[src/rtl/jtopll_buswr.sv]
// Queues OPLL register writes and replays them on the chip bus as an
// address strobe followed by a data strobe, honouring the chip's wait times.
module jtopll_buswr #(
  parameter int unsigned ADDR_WAIT = 12,
  parameter int unsigned DATA_WAIT = 84
) (
  input  logic       clk,
  input  logic       rst,
  input  logic       cen,
  input  logic       in_valid,
  input  logic [5:0] in_reg,
  input  logic [7:0] in_data,
  output logic       in_ready,
  output logic [7:0] dout,
  output logic       addr,
  output logic       cs_n,
  output logic       wr_n,
  output logic       idle
);

  localparam int unsigned MaxWait = (ADDR_WAIT > DATA_WAIT) ? ADDR_WAIT : DATA_WAIT;
  localparam int unsigned CntW    = $clog2(MaxWait + 1);

  typedef enum logic [2:0] {
    StIdle,
    StAdrStb,
    StAdrWait,
    StDatStb,
    StDatWait
  } state_e;

  // FIFO of {reg, data}
  logic [13:0] mem_q [4];
  logic [1:0]  wr_ptr_q, rd_ptr_q;
  logic [2:0]  count_q, count_d;
  logic        full, empty, push, pop;
  logic [13:0] head;

  assign full     = (count_q == 3'd4);
  assign empty    = (count_q == 3'd0);
  assign in_ready = !full;
  assign push     = in_valid && !full;
  assign head     = mem_q[rd_ptr_q];

  always_comb begin
    count_d = count_q;
    unique case ({push, pop})
      2'b10:   count_d = count_q + 3'd1;
      2'b01:   count_d = count_q - 3'd1;
      default: count_d = count_q;
    endcase
  end

  always_ff @(posedge clk or posedge rst) begin
    if (rst) begin
      wr_ptr_q <= '0;
      rd_ptr_q <= '0;
      count_q  <= '0;
    end else begin
      if (push) wr_ptr_q <= wr_ptr_q + 2'd1;
      if (pop)  rd_ptr_q <= rd_ptr_q + 2'd1;
      count_q <= count_d;
    end
  end

  always_ff @(posedge clk) begin
    if (push) mem_q[wr_ptr_q] <= {in_reg, in_data};
  end

  // Bus sequencer
  state_e          state_q, state_d;
  logic [CntW-1:0] cnt_q, cnt_d;
  logic [7:0]      dout_q, dout_d;
  logic [7:0]      data_q, data_d;
  logic            addr_q, addr_d;
  logic            strb_n_q, strb_n_d;
  logic            start;

  always_comb begin
    state_d  = state_q;
    cnt_d    = cnt_q;
    dout_d   = dout_q;
    data_d   = data_q;
    addr_d   = addr_q;
    strb_n_d = strb_n_q;
    start    = 1'b0;
    pop      = 1'b0;
    if (cen) begin
      unique case (state_q)
        StIdle: start = 1'b1;
        StAdrStb: begin
          strb_n_d = 1'b1;
          cnt_d    = CntW'(ADDR_WAIT);
          state_d  = StAdrWait;
        end
        StAdrWait: begin
          cnt_d = cnt_q - CntW'(1);
          if (cnt_q <= CntW'(1)) begin
            addr_d   = 1'b1;
            dout_d   = data_q;
            strb_n_d = 1'b0;
            state_d  = StDatStb;
          end
        end
        StDatStb: begin
          strb_n_d = 1'b1;
          cnt_d    = CntW'(DATA_WAIT);
          state_d  = StDatWait;
        end
        StDatWait: begin
          cnt_d = cnt_q - CntW'(1);
          // Last wait period doubles as IDLE so back-to-back writes have no bubble
          if (cnt_q <= CntW'(1)) begin
            state_d = StIdle;
            start   = 1'b1;
          end
        end
        default: state_d = StIdle;
      endcase
      if (start && !empty) begin
        pop      = 1'b1;
        addr_d   = 1'b0;
        dout_d   = {2'b00, head[13:8]};
        data_d   = head[7:0];
        strb_n_d = 1'b0;
        state_d  = StAdrStb;
      end
    end
  end

  always_ff @(posedge clk or posedge rst) begin
    if (rst) begin
      state_q  <= StIdle;
      cnt_q    <= '0;
      dout_q   <= '0;
      data_q   <= '0;
      addr_q   <= 1'b0;
      strb_n_q <= 1'b1;
    end else begin
      state_q  <= state_d;
      cnt_q    <= cnt_d;
      dout_q   <= dout_d;
      data_q   <= data_d;
      addr_q   <= addr_d;
      strb_n_q <= strb_n_d;
    end
  end

  // One register drives both strobes so they can never split
  assign cs_n = strb_n_q;
  assign wr_n = strb_n_q;
  assign dout = dout_q;
  assign addr = addr_q;
  assign idle = (state_q == StIdle) && empty;

endmodule

[config.mk]
export PLATFORM = sky130hd
export DESIGN_NAME = jtopll_buswr
export DESIGN_NICKNAME = d
export VERILOG_FILES = /design/src/rtl/jtopll_buswr.sv
export SDC_FILE = /design/constraint.sdc
export NUM_CORES = 1
export LEC_CHECK = 0
export ABC_AREA = 1
export BUFFER_PORTS_ARGS = -buffer_cell sky130_fd_sc_hd__buf_2
export CAP_MARGIN = 25
export CORE_MARGIN = 5
export CORE_UTILIZATION = 59
export DETAILED_ROUTE_END_ITERATION = 10
export GPL_TIMING_DRIVEN = 0
export PLACE_DENSITY = 0.77
export SLEW_MARGIN = 20
export SYNTH_ARGS = -nofsm -noshare
export SYNTH_HDL_FRONTEND = slang
export SYNTH_SLANG_ARGS = --single-unit
export TNS_END_PERCENT = 1
[constraint.sdc]
create_clock -name clk -period 3.3 [get_ports clk]
set_clock_uncertainty 0.2 [all_clocks]
set_input_delay 0.33 -clock clk [delete_from_list [all_inputs] [get_ports clk]]
set_output_delay 0.33 -clock clk [all_outputs]
set_load 0.03 [all_outputs]
# Word-level counts from Yosys, hierarchy flattened
# Memories as Yosys holds them, arrays and structs flattened.
# Index checks and enable logic that the tools add are counted.
# classes
add_sub_neg,5
multipliers,0
div_mod_pow,0
magnitude_cmp,1
n_eq_ne,10
shifts,0
mux,22
bitwise,0
n_reduce_logical,19
# op_table
operator,count
8-bit two-way mux,3
7-bit one-hot mux with 3 select lines,1
3-bit one-hot mux with 5 select lines,1
1-bit two-way mux,11
3-bit two-way mux,3
"7-bit by 1-bit <= comparator with 1-bit output, second input constant",1
"7-bit by 1-bit subtractor with 7-bit output, second input constant",1
"3-bit by 2-bit equality test with 1-bit output, second input constant",2
"3-bit equality test, second input constant",2
3-bit logical NOT,2
"3-bit != test, second input constant",2
3-bit one-hot mux with 2 select lines,1
3-bit AND reduction,2
2-bit nonzero test,3
3-bit nonzero test,2
"2-bit by 1-bit adder with 2-bit output, second input constant",2
1-bit one-hot mux with 2 select lines,2
2-bit AND reduction,2
4-bit AND reduction,1
2-bit OR reduction,2
"3-bit by 1-bit adder with 3-bit output, second input constant",1
"3-bit by 1-bit equality test with 1-bit output, second input constant",1
1-bit logical AND,3
"3-bit by 1-bit subtractor with 3-bit output, second input constant",1
4 further kinds,5
# word_totals
ff_bits,35
latch_bits,0
ram_bits,56
rom_bits,0
in_bits,18
output_inout_bits,13
elab_cells,67
mem_count,1
# mem_list
memory,depth,width,rd,rd_clocked_by_memory_dff,write_ports,line_no,text
mem_q,4,14,1,0,1,33,logic [13:0] mem_q [4];

# Logic depth before layout (Yosys ltp)
# logic_depth
depth_word,9
depth_mapped,15
depth_no_buf,14

# Worst setup path before layout
# No wires, ideal clock.
# synth_path
kind,register to register
startpoint,reg cnt_q[1]
endpoint,reg count_q[2]
setup_time_ns,0.124
arrival_ns,2.237
t_required_ns,2.976
slack_ns,0.739
stages_incl_launch_ff,16
path_buffers,1
synth_period_minus_slack_ns,2.561
cell_sequence,dfrtp_1 inv_2 ha_1 inv_1 nor2_1 nand3_2 nand3_4 nand2_8 nor2_8 buf_8 ha_1 inv_1 fa_1 a21oi_1 o21ai_0 xnor2_1
# synth_via
elab_chain_len,9
elab_cells_between_ends,11
cone_classes,order compare (1); eq/ne (2); mux (6); reduce/logical (2)
# synth_rtl
element,line_no,text
start: declaration,72,"logic [CntW-1:0] cnt_q, cnt_d;"
start signal: assignment,141,cnt_q <= cnt_d;
7-bit by 1-bit <= comparator with 1-bit output *,113,if (cnt_q <= CntW'(1)) begin
1-bit two-way mux *,113,
1-bit one-hot mux with 2 select lines *,89,unique case (state_q)
1-bit two-way mux *,88,if (cen) begin
1-bit logical AND *,120,if (start && !empty) begin
1-bit two-way mux *,120,
1-bit two-way mux *,88,
via pop,36,"logic full, empty, push, pop;"
2-bit by 1-bit equality test with 1-bit output or 2-bit equality test (tied branches),47,"unique case ({push, pop})"
3-bit one-hot mux with 2 select lines or 2-bit nonzero test (tied branches),n/a,
end signal: assignment,62,count_q <= count_d;
end: declaration,35,"logic [2:0] count_q, count_d;"
# Mark *: on every way through the listed nets, which the timed path passes. The rest lies on a longest branch. The select of a mux whose other input is x is not followed.
# A chain may end at the register's enable or synchronous reset.

# Worst setup path after layout
# Same ends and word-level chain as after synthesis.

==> flow_results.org <==
** Run status
- Outcome :: completed

** Pwr
- P per Cell Area :: 935 nW/µm²
- In this run switching power makes up 41.8% of total power.
- Summed over all nets, the switching power comes to 0.00182 W.
- Static leakage :: 2.02 nW
- Portion of total power attributed to the clock network :: 16.3%
- Maximum ir drop on the vdd rail :: 0.388 mV
- Power share of the combinational group :: 43.0%
- Cell internal pwr :: 0.00253 W
- Flop pwr share :: 40.7%

** Worst setup path
- In this run the critical register-to-register path is captured at count_q[2].
- Critical path endpoint :: count_q[2]
- Reg-to-reg startpoint :: cnt_q[1]
- Grouping stages by cell kind, the critical path spends the most delay in simple AND/OR/NAND/NOR gates.
- For the worst flop-to-flop path, the logic depth is 15.
- Tracing the worst setup path back leads to its startpoint at cnt_q[1].
- CP Class :: register to register
- Startpoint kind of the worst setup timing path :: register
- For the worst setup path, the data required time is 3.33 ns.
- STA puts the critical path data arrival time at 2.78 ns.
- CP max stage cell :: sky130_fd_sc_hd__dfrtp_1
- The worst setup path is captured at a register.
- In this design, the stage delay of the slowest critical-path cell is 0.40 ns.
- Number of cells on the critical path :: 15
- Minimum setup slack among reg-to-reg paths :: 0.56 ns
- Critical path cell sequence :: inv_2 -> ha_1 -> inv_1 -> nor2_1 -> nand3_2 -> nand3_4 -> nand2_8 -> nor2_8 -> buf_8 -> ha_1 -> inv_1 -> fa_1 -> a21oi_1 -> o21ai_0 -> xnor2_1
- Worst path buffer plus inverter count :: 4
- In this run the worst path has a maximum fanout of 10.

** Clock network
- Number of setup buffers added after CTS :: 0
- Root Driver :: sky130_fd_sc_hd__clkbuf_8
- Clock input transition at the sequential cells of the worst setup and hold paths :: 0.08 ns
- Sinks on Clock Net :: 91
- CTS hold repair buffers :: 13
- The clock reaches the later pin of the worst-skew pair after 0.35 ns.
- Buffers inserted during clock tree synthesis total 9.
- Maximum clock insertion buffer count :: 2
- The H-tree generated during clock tree synthesis spans 3 levels.
- Number of instances resized during post-cts repair :: 0
- TritonCTS built the clock tree.

** Route
- Post-DR vias/cell :: 5.29
- Average wire length per cell after detail routing :: 14.1 µm
- After the first detailed-routing iteration, the DRC count stood at 136.
- DRC violations left :: 0
- Post-detailed-route count of antenna-violating nets :: 0
- Count of vias placed by the detailed router :: 2758
- DRT Pass-1 Iters :: 5
- Wirelength, routed :: 7.36 mm

** Die
- The floorplan has 30 rows.
- Measured along the x axis, the die boundary spans 93.1 µm.
- Measured along the y axis, the die boundary spans 93.1 µm.
- Num ports :: 31
- Starting density of the core :: 60.4%
- The core region is 6760 µm².
- Die Area :: 8680 µm²

** Synthesis
- The synthesized netlist devotes 1.29% of its cell area to XOR and XNOR gates.
- Flops & latches, synth :: 91
- Summing the sequential cell areas from Yosys gives 62.7% of the chip area.
- Mux cell area share after synthesis :: 0%
- In the synthesized netlist, the number of instances is 383.
- Yosys Warn Count :: 0
- Syn Area/Cell :: 10.6 µm²
- Area fraction in compound gates after synthesis :: 9.02%
- The number of nets handed over by synthesis was 409.
- Adder-cell share of the synthesized area :: 2.64%
- Summed instance area of the synthesized netlist :: 4080 µm²
- After synthesis, the largest family of logic cells by area is simple AND/OR/NAND/NOR gates.
- Unique masters post-synth :: 37
- The synthesized netlist devotes 19.3% of its cell area to simple gates.
- Among all flip-flop cells after synthesis, the most frequent one is sky130_fd_sc_hd__edfxtp_1.
- In the synthesized netlist the async set-or-reset flop fraction comes to 38.5%.
- Counting flops with a built-in enable in the synthesized netlist gives 56.

** Layout
- Fillers :: 506
- NumNets Final :: 463
- Layout cell share with drive strength beyond 1 :: 18.8%
- Area added between synthesis and finish :: 14.0%
- The library cell used most frequently in the layout, excluding fill and tap cells, is sky130_fd_sc_hd__nand2_1.
- Footprint of the multi-input gates :: 1330 µm²
- FF/Latch Area :: 2560 µm²
- The number of antenna diodes in the final layout is 0.
- Top library cells by usage in the layout, fill and taps aside :: 78 x sky130_fd_sc_hd__nand2_1, 56 x sky130_fd_sc_hd__edfxtp_1, 37 x sky130_fd_sc_hd__nor2_1

** STA
- Setup repair after global routing left no endpoint under its margin.
- The worst path needs 2.74 ns of the cycle, external delays included.
- Count of final hold-check violations :: 0
- Based on the critical path, the design can be clocked at up to 364 MHz.
- In this run the tightest slew margin relative to its limit is 41.9%.
- Setup total negative slack on the finished layout was measured at 0 ns.
- Final setup fails :: 0
- Number of pins with negative max-slew slack in the final report :: 0
- Pin slew with the least headroom to its limit :: 0.871 ns
- Of the available clock period, the critical path in the final layout requires 83.1%.
- Across all setup checks in the final design, the least slack found is 0.556 ns.

** GRT
- First-pass GRT wire length :: 12.6 mm
- Pin count of the biggest net entering global routing :: 36
- The number of global-route vias before repair was 2735.
- Global routing consumed, over all layers together, 18.8% of the routing resources.
- Initial antenna violation count :: 0
- The total overflow left after global routing is 0.

** Place
- Placer congestion estimate :: 0.926
- Detail Placement HPWL :: 5.07 mm
- Setup slack after placement :: 0.555 ns
- Count of buffers from port buffering :: 30

** Worst hold path
- Along the worst hold path, the cell count comes to 1.
- The path class of the tightest hold or removal check is input pin to register.

** Run
- Max Cap Viol :: 0
worst register-to-register path, delay by kind of cell, from the launching register on:
| kind | cells | cell delay (ns) |
|---|---|---|
| AOI/OAI and AO/OA | 2 | 0.24 |
| xor gates and xnor gates | 1 | 0.13 |
| adders and majority gates | 3 | 0.65 |
| buffers and inverters | 4 | 0.33 |
| DFF | 1 | 0.40 |
| and+or+nand+nor | 5 | 0.68 |
metal layers:
layer  vias up  wire length (µm)  track usage [%]
li1       1397                 -                -
met1      1284              3290             24.4
met2        65              3630             30.8
met3        12               318             4.75
met4         0               114             6.96
met5         -                 0                0
Yosys cell counts, types with 8 or more instances:
cell type	instances	area, µm²
sky130_fd_sc_hd__dfrtp_1	34	851
sky130_fd_sc_hd__inv_1	32	120
sky130_fd_sc_hd__o22ai_1	9	56.3
sky130_fd_sc_hd__nand3_1	21	105
sky130_fd_sc_hd__nor2_1	41	154
sky130_fd_sc_hd__inv_2	8	30.0
sky130_fd_sc_hd__nand2_1	78	293
sky130_fd_sc_hd__o21ai_0	32	160
sky130_fd_sc_hd__edfxtp_1	56	1680
sky130_fd_sc_hd__nand2_2	9	56.3
per-stage QoR:
stage	cell area (µm²)	hold slack (ns)	utilization, %	instances	total power, W
6_report	4650	0.0158	68.9	521	0.00435
5_1_grt	4650	0.000592	68.9	521	0.00471
4_1_cts	4650	0.000537	68.9	521	0.00439
3_5_place_dp	4340	0.255	64.2	493	0.00366
3_3_place_gp	4330	0.251	64.1	493	0.00359
2_1_floorplan	4080	0.229	-	383	0.00319
power by group through the flow:
stage / Sequential, W / Clock [W] / Combinational [W]
2_1_floorplan: 0.00185 / 0 / 0.00134
3_3_place_gp: 0.00178 / 0 / 0.00181
3_5_place_dp: 0.00179 / 0 / 0.00187
4_1_cts: 0.00177 / 0.000724 / 0.00189
5_1_grt: 0.00181 / 0.000774 / 0.00213
6_report: 0.00177 / 0.000709 / 0.00187
flip-flops by register name, indices dropped and copies added (netlist names):
name / count
mem_q: 56
data_q: 8
dout: 8
cnt_q: 7
count_q: 3
state_q: 3
rd_ptr_q: 2
wr_ptr_q: 2
addr: 1
cs_n: 1
kinds of logic after synthesis:
logic type	after synthesis
xor gates and xnor gates	6
DFF	91
AOI/OAI and AO/OA	64
and+or+nand+nor	164
buffers and inverters	50
adders and majority gates	8
layout make-up:
| class | count | area share [%] |
|---|---|---|
| flip-flops and latches | 91 | 55.0 |
| multi-input cells | 242 | 28.5 |
| repair buffers | 43 | 6.02 |
| inverters | 40 | 3.23 |
| clock buffers | 11 | 2.82 |
| well taps | 80 | 2.15 |
| plain buffers | 10 | 1.18 |
| clock inverters | 4 | 1.10 |
worst min path at each step:
stage | from | endpoint | slack (ns)
floorplan | in_data[0] | mem_q[0][0] | 0.23
global placement | addr | addr | 0.25
detailed placement | addr | addr | 0.26
CTS | in_data[6] | mem_q[2][6] | 0.0005
global route | in_data[5] | mem_q[1][5] | 0.0006
finish | in_data[5] | mem_q[1][5] | 0.02
(Power assumes the default switching activity.)
